### src/rtl/param_cpu_core_if.sv
// Instruction-fetch handshake between the core and its instruction memory.
// The core holds req/addr until valid is returned; rdata is qualified by valid.
interface param_cpu_core_if #(
    parameter int PC_W    = 8,
    parameter int INSTR_W = 15
);
    logic               imem_req;
    logic [PC_W-1:0]    imem_addr;
    logic               imem_valid;
    logic [INSTR_W-1:0] imem_rdata;

    modport master (output imem_req, output imem_addr, input imem_valid, input imem_rdata);
    modport slave  (input imem_req, input imem_addr, output imem_valid, output imem_rdata);
endinterface

### src/rtl/param_cpu_core.sv
// Parametrised multi-cycle CPU core: FETCH/EXEC/HALT state machine, one
// instruction per fetch handshake, N/C/Z flags and a debug register read port.
module param_cpu_core #(
    parameter int  DATA_W  = 8,
    parameter int  NREGS   = 8,
    parameter int  PC_W    = 8,
    parameter int  IMM_W   = 8,
    localparam int RA_W    = $clog2(NREGS),
    localparam int INSTR_W = 4 + RA_W + IMM_W
) (
    input  logic              clk,
    input  logic              reset_n,
    param_cpu_core_if.master  imem,
    output logic [PC_W-1:0]   pc,
    output logic              retire,
    output logic              illegal,
    output logic              halted,
    output logic [2:0]        flags,
    input  logic [RA_W-1:0]   dbg_raddr,
    output logic [DATA_W-1:0] dbg_rdata
);
    typedef enum logic [1:0] {S_FETCH, S_EXEC, S_HALT} state_t;

    state_t                         state_q, state_d;
    logic                           req_q, req_d;
    logic [INSTR_W-1:0]             ir_q, ir_d;
    logic [PC_W-1:0]                pc_q, pc_d;
    logic [NREGS-1:0][DATA_W-1:0]   regs_q, regs_d;
    logic [2:0]                     flags_q, flags_d;
    logic                           retire_q, retire_d;
    logic                           illegal_q, illegal_d;
    logic                           halted_q, halted_d;

    logic [3:0]                     op;
    logic [RA_W-1:0]                rd, rs;
    logic [IMM_W-1:0]               imm;
    logic [DATA_W+IMM_W-1:0]        imm_wide;
    logic [DATA_W-1:0]              a, b, res;
    logic [DATA_W:0]                sum, dif;
    logic [2*DATA_W-1:0]            prod;
    logic                           carry, wr_en, flag_en, take_jmp, is_halt, is_ill;

    assign op       = ir_q[INSTR_W-1 -: 4];
    assign rd       = ir_q[IMM_W +: RA_W];
    assign imm      = ir_q[IMM_W-1:0];
    assign rs       = imm[RA_W-1:0];
    assign imm_wide = {{DATA_W{1'b0}}, imm};
    assign a        = regs_q[rd];
    assign b        = regs_q[rs];
    assign sum      = {1'b0, a} + {1'b0, b};
    assign dif      = {1'b0, a} - {1'b0, b};
    assign prod     = {{DATA_W{1'b0}}, a} * {{DATA_W{1'b0}}, b};

    // Decode is evaluated every cycle but only acted on in EXEC.
    always_comb begin
        res      = '0;
        carry    = 1'b0;
        wr_en    = 1'b0;
        flag_en  = 1'b0;
        take_jmp = 1'b0;
        is_halt  = 1'b0;
        is_ill   = 1'b0;
        case (op)
            4'h0: begin res = sum[DATA_W-1:0]; carry = sum[DATA_W]; wr_en = 1'b1; flag_en = 1'b1; end
            4'h1: begin res = dif[DATA_W-1:0]; carry = dif[DATA_W]; wr_en = 1'b1; flag_en = 1'b1; end
            4'h2: begin
                res = prod[DATA_W-1:0]; carry = |prod[2*DATA_W-1:DATA_W];
                wr_en = 1'b1; flag_en = 1'b1;
            end
            4'h3: begin res = a & b; wr_en = 1'b1; flag_en = 1'b1; end
            4'h4: begin res = a | b; wr_en = 1'b1; flag_en = 1'b1; end
            4'h5: begin res = a ^ b; wr_en = 1'b1; flag_en = 1'b1; end
            4'h6: begin res = ~a;    wr_en = 1'b1; flag_en = 1'b1; end
            4'h7: begin res = b;     wr_en = 1'b1; end
            4'h8: begin res = imm_wide[DATA_W-1:0]; wr_en = 1'b1; end
            4'h9: begin res = dif[DATA_W-1:0]; carry = dif[DATA_W]; flag_en = 1'b1; end
            4'hA: take_jmp = 1'b1;
            4'hB: take_jmp = flags_q[0];
            4'hC: take_jmp = ~flags_q[0];
            4'hF: is_halt = 1'b1;
            default: is_ill = 1'b1;
        endcase
    end

    always_comb begin
        state_d   = state_q;
        req_d     = 1'b0;
        ir_d      = ir_q;
        pc_d      = pc_q;
        regs_d    = regs_q;
        flags_d   = flags_q;
        retire_d  = 1'b0;
        illegal_d = 1'b0;
        halted_d  = halted_q;
        case (state_q)
            S_FETCH: begin
                // req_q is low for the first cycle out of reset, so valid is ignored then.
                req_d = 1'b1;
                if (req_q && imem.imem_valid) begin
                    ir_d    = imem.imem_rdata;
                    state_d = S_EXEC;
                    req_d   = 1'b0;
                end
            end
            S_EXEC: begin
                retire_d  = 1'b1;
                illegal_d = is_ill;
                if (wr_en)   regs_d[rd] = res;
                if (flag_en) flags_d = {res[DATA_W-1], carry, res == '0};
                if (is_halt) begin
                    state_d  = S_HALT;
                    halted_d = 1'b1;
                end else begin
                    state_d = S_FETCH;
                    req_d   = 1'b1;
                    pc_d    = take_jmp ? imm[PC_W-1:0] : pc_q + PC_W'(1);
                end
            end
            default: ;
        endcase
    end

    always_ff @(posedge clk or negedge reset_n) begin
        if (!reset_n) begin
            state_q   <= S_FETCH;
            req_q     <= 1'b0;
            ir_q      <= '0;
            pc_q      <= '0;
            regs_q    <= '0;
            flags_q   <= '0;
            retire_q  <= 1'b0;
            illegal_q <= 1'b0;
            halted_q  <= 1'b0;
        end else begin
            state_q   <= state_d;
            req_q     <= req_d;
            ir_q      <= ir_d;
            pc_q      <= pc_d;
            regs_q    <= regs_d;
            flags_q   <= flags_d;
            retire_q  <= retire_d;
            illegal_q <= illegal_d;
            halted_q  <= halted_d;
        end
    end

    assign imem.imem_req  = req_q;
    assign imem.imem_addr = pc_q;
    assign pc             = pc_q;
    assign retire         = retire_q;
    assign illegal        = illegal_q;
    assign halted         = halted_q;
    assign flags          = flags_q;
    assign dbg_rdata      = regs_q[dbg_raddr];
endmodule

### src/flat_wrapper.sv
// flat-port wrapper written by rule: the top's interface ports become plain ports
module param_cpu_core_flat 
#(
    parameter int  DATA_W  = 8,
    parameter int  NREGS   = 8,
    parameter int  PC_W    = 8,
    parameter int  IMM_W   = 8,
    localparam int RA_W    = $clog2(NREGS),
    localparam int INSTR_W = 4 + RA_W + IMM_W
)
  (clk, reset_n, pc, retire, illegal, halted, flags, dbg_raddr, dbg_rdata, imem_imem_req, imem_imem_addr, imem_imem_valid, imem_imem_rdata);
  param_cpu_core_if #(.PC_W(PC_W), .INSTR_W(15)) imem_i ();
  input  logic clk;
  input  logic reset_n;
  output logic [PC_W-1:0] pc;
  output logic retire;
  output logic illegal;
  output logic halted;
  output logic [2:0] flags;
  input  logic [RA_W-1:0] dbg_raddr;
  output logic [DATA_W-1:0] dbg_rdata;
  output wire logic [$bits(imem_i.imem_req)-1:0] imem_imem_req;
  output wire logic [$bits(imem_i.imem_addr)-1:0] imem_imem_addr;
  input wire logic [$bits(imem_i.imem_valid)-1:0] imem_imem_valid;
  input wire logic [$bits(imem_i.imem_rdata)-1:0] imem_imem_rdata;
  assign imem_imem_req = imem_i.imem_req;
  assign imem_imem_addr = imem_i.imem_addr;
  assign imem_i.imem_valid = imem_imem_valid;
  assign imem_i.imem_rdata = imem_imem_rdata;
  param_cpu_core #(.DATA_W(DATA_W), .NREGS(NREGS), .PC_W(PC_W), .IMM_W(IMM_W)) u_core (.clk(clk), .reset_n(reset_n), .imem(imem_i), .pc(pc), .retire(retire), .illegal(illegal), .halted(halted), .flags(flags), .dbg_raddr(dbg_raddr), .dbg_rdata(dbg_rdata));
endmodule
### config.mk
export PLATFORM = sky130hd
export DESIGN_NAME = param_cpu_core_flat
export DESIGN_NICKNAME = d
export VERILOG_FILES = /design/src/rtl/param_cpu_core_if.sv /design/src/rtl/param_cpu_core.sv /design/src/flat_wrapper.sv
export SDC_FILE = /design/constraint.sdc
export NUM_CORES = 1
export LEC_CHECK = 0
export BUFFER_PORTS_ARGS = -buffer_cell sky130_fd_sc_hd__buf_2
export CELL_PAD_IN_SITES_DETAIL_PLACEMENT = 0
export CELL_PAD_IN_SITES_GLOBAL_PLACEMENT = 2
export CORE_AREA = 2 2 146 148
export CTS_CLUSTER_SIZE = 10
export DETAILED_ROUTE_END_ITERATION = 16
export DIE_AREA = 0 0 148 150
export PLACE_DENSITY_LB_ADDON = 0.1
export SYNTH_ARGS = -nofsm -noshare
export SYNTH_HDL_FRONTEND = slang
export SYNTH_SLANG_ARGS = --single-unit
### constraint.sdc
create_clock -name clk -period 14.4 [get_ports clk]
set_input_delay 2.88 -clock clk [delete_from_list [all_inputs] [get_ports clk]]
set_output_delay 2.88 -clock clk [all_outputs]
set_load 0.02 [all_outputs]
Word-level counts from Yosys, hierarchy flattened
Cells that the tools add are included.
W data, S select, Z words.

word-level totals
  logic and storage cells = 87
  register bits after elaboration = 96
  output and inout bits = 31

cells by class
  muxes and demuxes = 25
  bitwise operators = 6
  $mul = 1
  add/sub/neg operators = 3
  magnitude comparators = 4
  reductions and logical operators = 17
  eq/ne operators = 15

operators by type and width
  cell                   count
  $bmux W8 S3            3
  $pmux W8 S9            1
  $bwmux W64             1
  $mux W8                5
  $demux W8 S3           1
  $eq A4 B4 Y1 const B   6
  $eq A4 B3 Y1 const B   4
  $mul A8 B8 Y16         1
  $reduce_or A8 Y1       2
  $reduce_or A14 Y1      1
  $lt A3 B4 Y1 const B   3
  $reduce_and A2 Y1      6
  $add A8 B8 Y9          1
  $reduce_or A9 Y1       1
  $sub A8 B8 Y9          1
  $add A8 B1 Y8 const B  1
  $and A8 B8 Y8          1
  $eq A4 B2 Y1 const B   2
  $logic_not A8 Y1       1
  $mux W1                8
  $not A8 Y8             1
  $or A8 B8 Y8           1
  $xor A8 B8 Y8          1
  $pmux W1 S3            2
  13 further kinds       16

Longest topological paths before layout
  word-level depth = 5
  depth in mapped cells = 25
  depth with buffers taken out = 22

Worst setup path before layout
OpenSTA, ideal clock, no wires.

  path type = input-to-output
  start = input port dbg_raddr[0]
  end = output port dbg_rdata[0]
  data required time = 11520 ps
  buffers on the path = 2
  slack = 6838 ps
  stages on the path = 4
  arrival time = 4682 ps
  path through = clkbuf_1 -> buf_1 -> mux4_2 -> mux2_2

between the ends
  longest elaborated chain between the ends = 2

ends and longest elaborated chain
  element                        RTL line               text
  start: declaration             flat_wrapper.sv:20     input logic [RA_W-1:0] dbg_raddr;
  $bmux W8 S3                    param_cpu_core.sv:154  assign dbg_rdata = regs_q[dbg_raddr];
  $mux W8 (not written as such)  param_cpu_core.sv:154
  end: declaration               flat_wrapper.sv:21     output logic [DATA_W-1:0] dbg_rdata;

No other way between the ends. The select of a mux whose other input is x is not followed.

Worst setup path in the final report
  start = input port dbg_raddr[0]
  end = output port dbg_rdata[5]

Same word-level chain as after synthesis.

==> results.json <==
{
  "htreeDepth": 3,
  "synth_fa_ha_area_share_pct": 17.0,
  "cts_hold_buf": 0,
  "synth_area_sq_mm": 0.00897,
  "yosysWarningCount": 0,
  "clock-sinks": 96,
  "fin_nets": 1035,
  "async_flop_share_pct": 100,
  "boundaryPins": 52,
  "multi_input_area_sq_mm": 0.00590,
  "synthTopCellsByCount": "dfrtp_1 (96), nor2_1 (87), inv_1 (86), nand2_1 (68), mux2_2 (62)",
  "die_x_um": 148,
  "grt_pass1_vias": 7110,
  "syn_area_per_cell_sq_um": 9.97,
  "post_cts_buffers": 0,
  "clockRootBuffer": "clkbuf_16",
  "final_layout_size_suffix_gt1_share_pct": 21.8,
  "cts_tree": "done",
  "rsz0062_at_grt": "no",
  "antenna_found_initial": 0,
  "relSlewSlack_pct": 22.9,
  "grt-ovfl-total": 0,
  "seq_area_frac_synth_pct": 26.8,
  "clockBufferDepth": 2,
  "ant_nets": 0,
  "synth_xor_xnor_area_share_pct": 1.17,
  "totalWireLength_um": 26200,
  "synth_area_leader_cell": "dfrtp_1",
  "grt_usage_pct": 24.4,
  "rows": 53,
  "fin_area_sq_mm": 0.00965,
  "cp-end-kind": "output pin",
  "timing.setup.tns_ps": 0,
  "wl_per_cell_um": 21.9,
  "syn_nets": 1020,
  "grt_pass1_wl_um": 41300,
  "place_inst": 1179,
  "cts_resized": 0,
  "setup_violations": 0,
  "avgViaCountPerCell": 5.86,
  "outcome": "complete, no violations",
  "first_pass_iters": 5,
  "dieHeight_um": 150,
  "drc_errors": 0,
  "synth_top_family_by_area": "multiplexers",
  "portBuffers": 51,
  "startpoint_type": "input pin",
  "path_clk_slew_ps": 70,
  "area_delta_synth_final_pct": 7.59,
  "placed_area_sq_mm": 0.00932,
  "drt_iter0_drc": 556,
  "ys_types": 81,
  "initial_core_util_pct": 43.3,
  "synth_cells": 900,
  "clk_latency_ps": 360,
  "post-route-min-period_ps": 7240,
  "grt_max_degree": 58,
  "numCtsBuffers": 9,
  "tightest_slew_ps": 1120,
  "finalClockSkew_ps": 15.3,
  "critPathMaxFanout": 16,
  "synth-edff-count": 0,
  "num-fill-cells": 2019,
  "synth_ff_type": "dfrtp_1",
  "synth_compound_area_share_pct": 15.0,
  "fin_crit_sh_pct": 50.3,
  "yosysMostFrequentCell": "dfrtp_1",
  "clock.fmax_ghz": 0.138,
  "cap_violations": 0,
  "synth_seq_cells": 96,
  "crit_arrival_ps": 4360,
  "utilization_pct": 46.6,
  "worstSetupPathType": "in2out",
  "coreArea_sq_mm": 0.0207,
  "cp.required_ps": 11520,
  "synth_top_area_share_pct": 26.8,
  "dieArea_sq_mm": 0.0222,
  "stdcell_count": 1195,
  "synth-simple-area-share_pct": 11.7,
  "synthTopCellsByArea": "dfrtp_1 (27%), mux4_2 (8.5%), ha_1 (8.5%)",
  "dp_hpwl_um": 19700,
  "hold_viol": 0,
  "vias": 7004,
  "gp_congestion": 0.903,
  "num_antenna_cells": 0,
  "min_path_type": "reg2reg",
  "synth_mux_area_share_pct": 20.9,
  "drv_slew": 0,
  "seqCellArea_sq_mm": 0.00240
}
-- sequential cells by signal, indices dropped and copies added (netlist names) --
register and flops:
u_core.regs_q 64, u_core.ir_q 15, u_core.imem.imem_addr 8, u_core.flags 3, u_core.state_q 2, u_core.halted 1, u_core.illegal 1, u_core.imem.imem_req 1
u_core.retire 1
-- cell usage in the layout (no fill, tap or decap), types with 12 or more instances in the layout --
cell type  instances
nand3_1           14
buf_2             50
mux2_2            62
a21oi_1           50
ha_1              61
o21ai_0           38
buf_4             12
inv_1             86
mux4_2            34
fa_1              38
nand2_1           68
dfrtp_1           96
mux2i_1           25
nor2_1            87
-- worst paths after layout --
kind                                 from                        to  slack, ps  cells after the start
max                          dbg_raddr[0]              dbg_rdata[5]       7160                      4
min                         u_core.halted             u_core.halted        460                      1
max reg2reg                u_core.ir_q[8]           u_core.flags[1]       7600                     18
min reg2reg                 u_core.halted             u_core.halted        460                      1
max in group asynchronous         reset_n           u_core.ir_q[13]      10680                      2
min in group asynchronous         reset_n  u_core.imem.imem_addr[6]       2510                      1
-- worst max-delay path, stage by stage --
cell	delay (ps)
buf_2	450
mux4_2	580
mux2_2	270
buf_2	160
-- cells by family after synthesis --
group | Yosys count
and+or+nand+nor | 230
DFF | 96
buffers and inverters | 146
AOI/OAI and AO/OA | 188
muxes | 129
adders and majority gates | 99
xor gates and xnor gates | 12
-- area by class of cell --
| class | instances | share of cell area [%] |
|---|---|---|
| multi-input combinational | 658 | 61.2 |
| sequential | 96 | 24.9 |
| tap | 275 | 3.57 |
| timing repair buffer | 62 | 3.53 |
| inverter | 88 | 3.42 |
| clock buffer | 9 | 2.33 |
| clock inverter | 7 | 1.06 |
-- metal layers --
layer	global-route usage [%]	wire, um
met1	33.7	11900
met2	39.0	12300
met5	0	0
met4	7.95	700
met3	4.30	1300
-- through the flow --
stage | hold slack, ps | worst slack, ps
2_1_floorplan | 466 | 6840
3_3_place_gp | 438 | 7150
3_5_place_dp | 450 | 7130
4_1_cts | 466 | 7120
5_1_grt | 506 | 7040
6_report | 463 | 7160
Power is left out: the tool's default activity adds up to more than one toggle a clock period on the data nets, which glitch-free logic cannot reach.
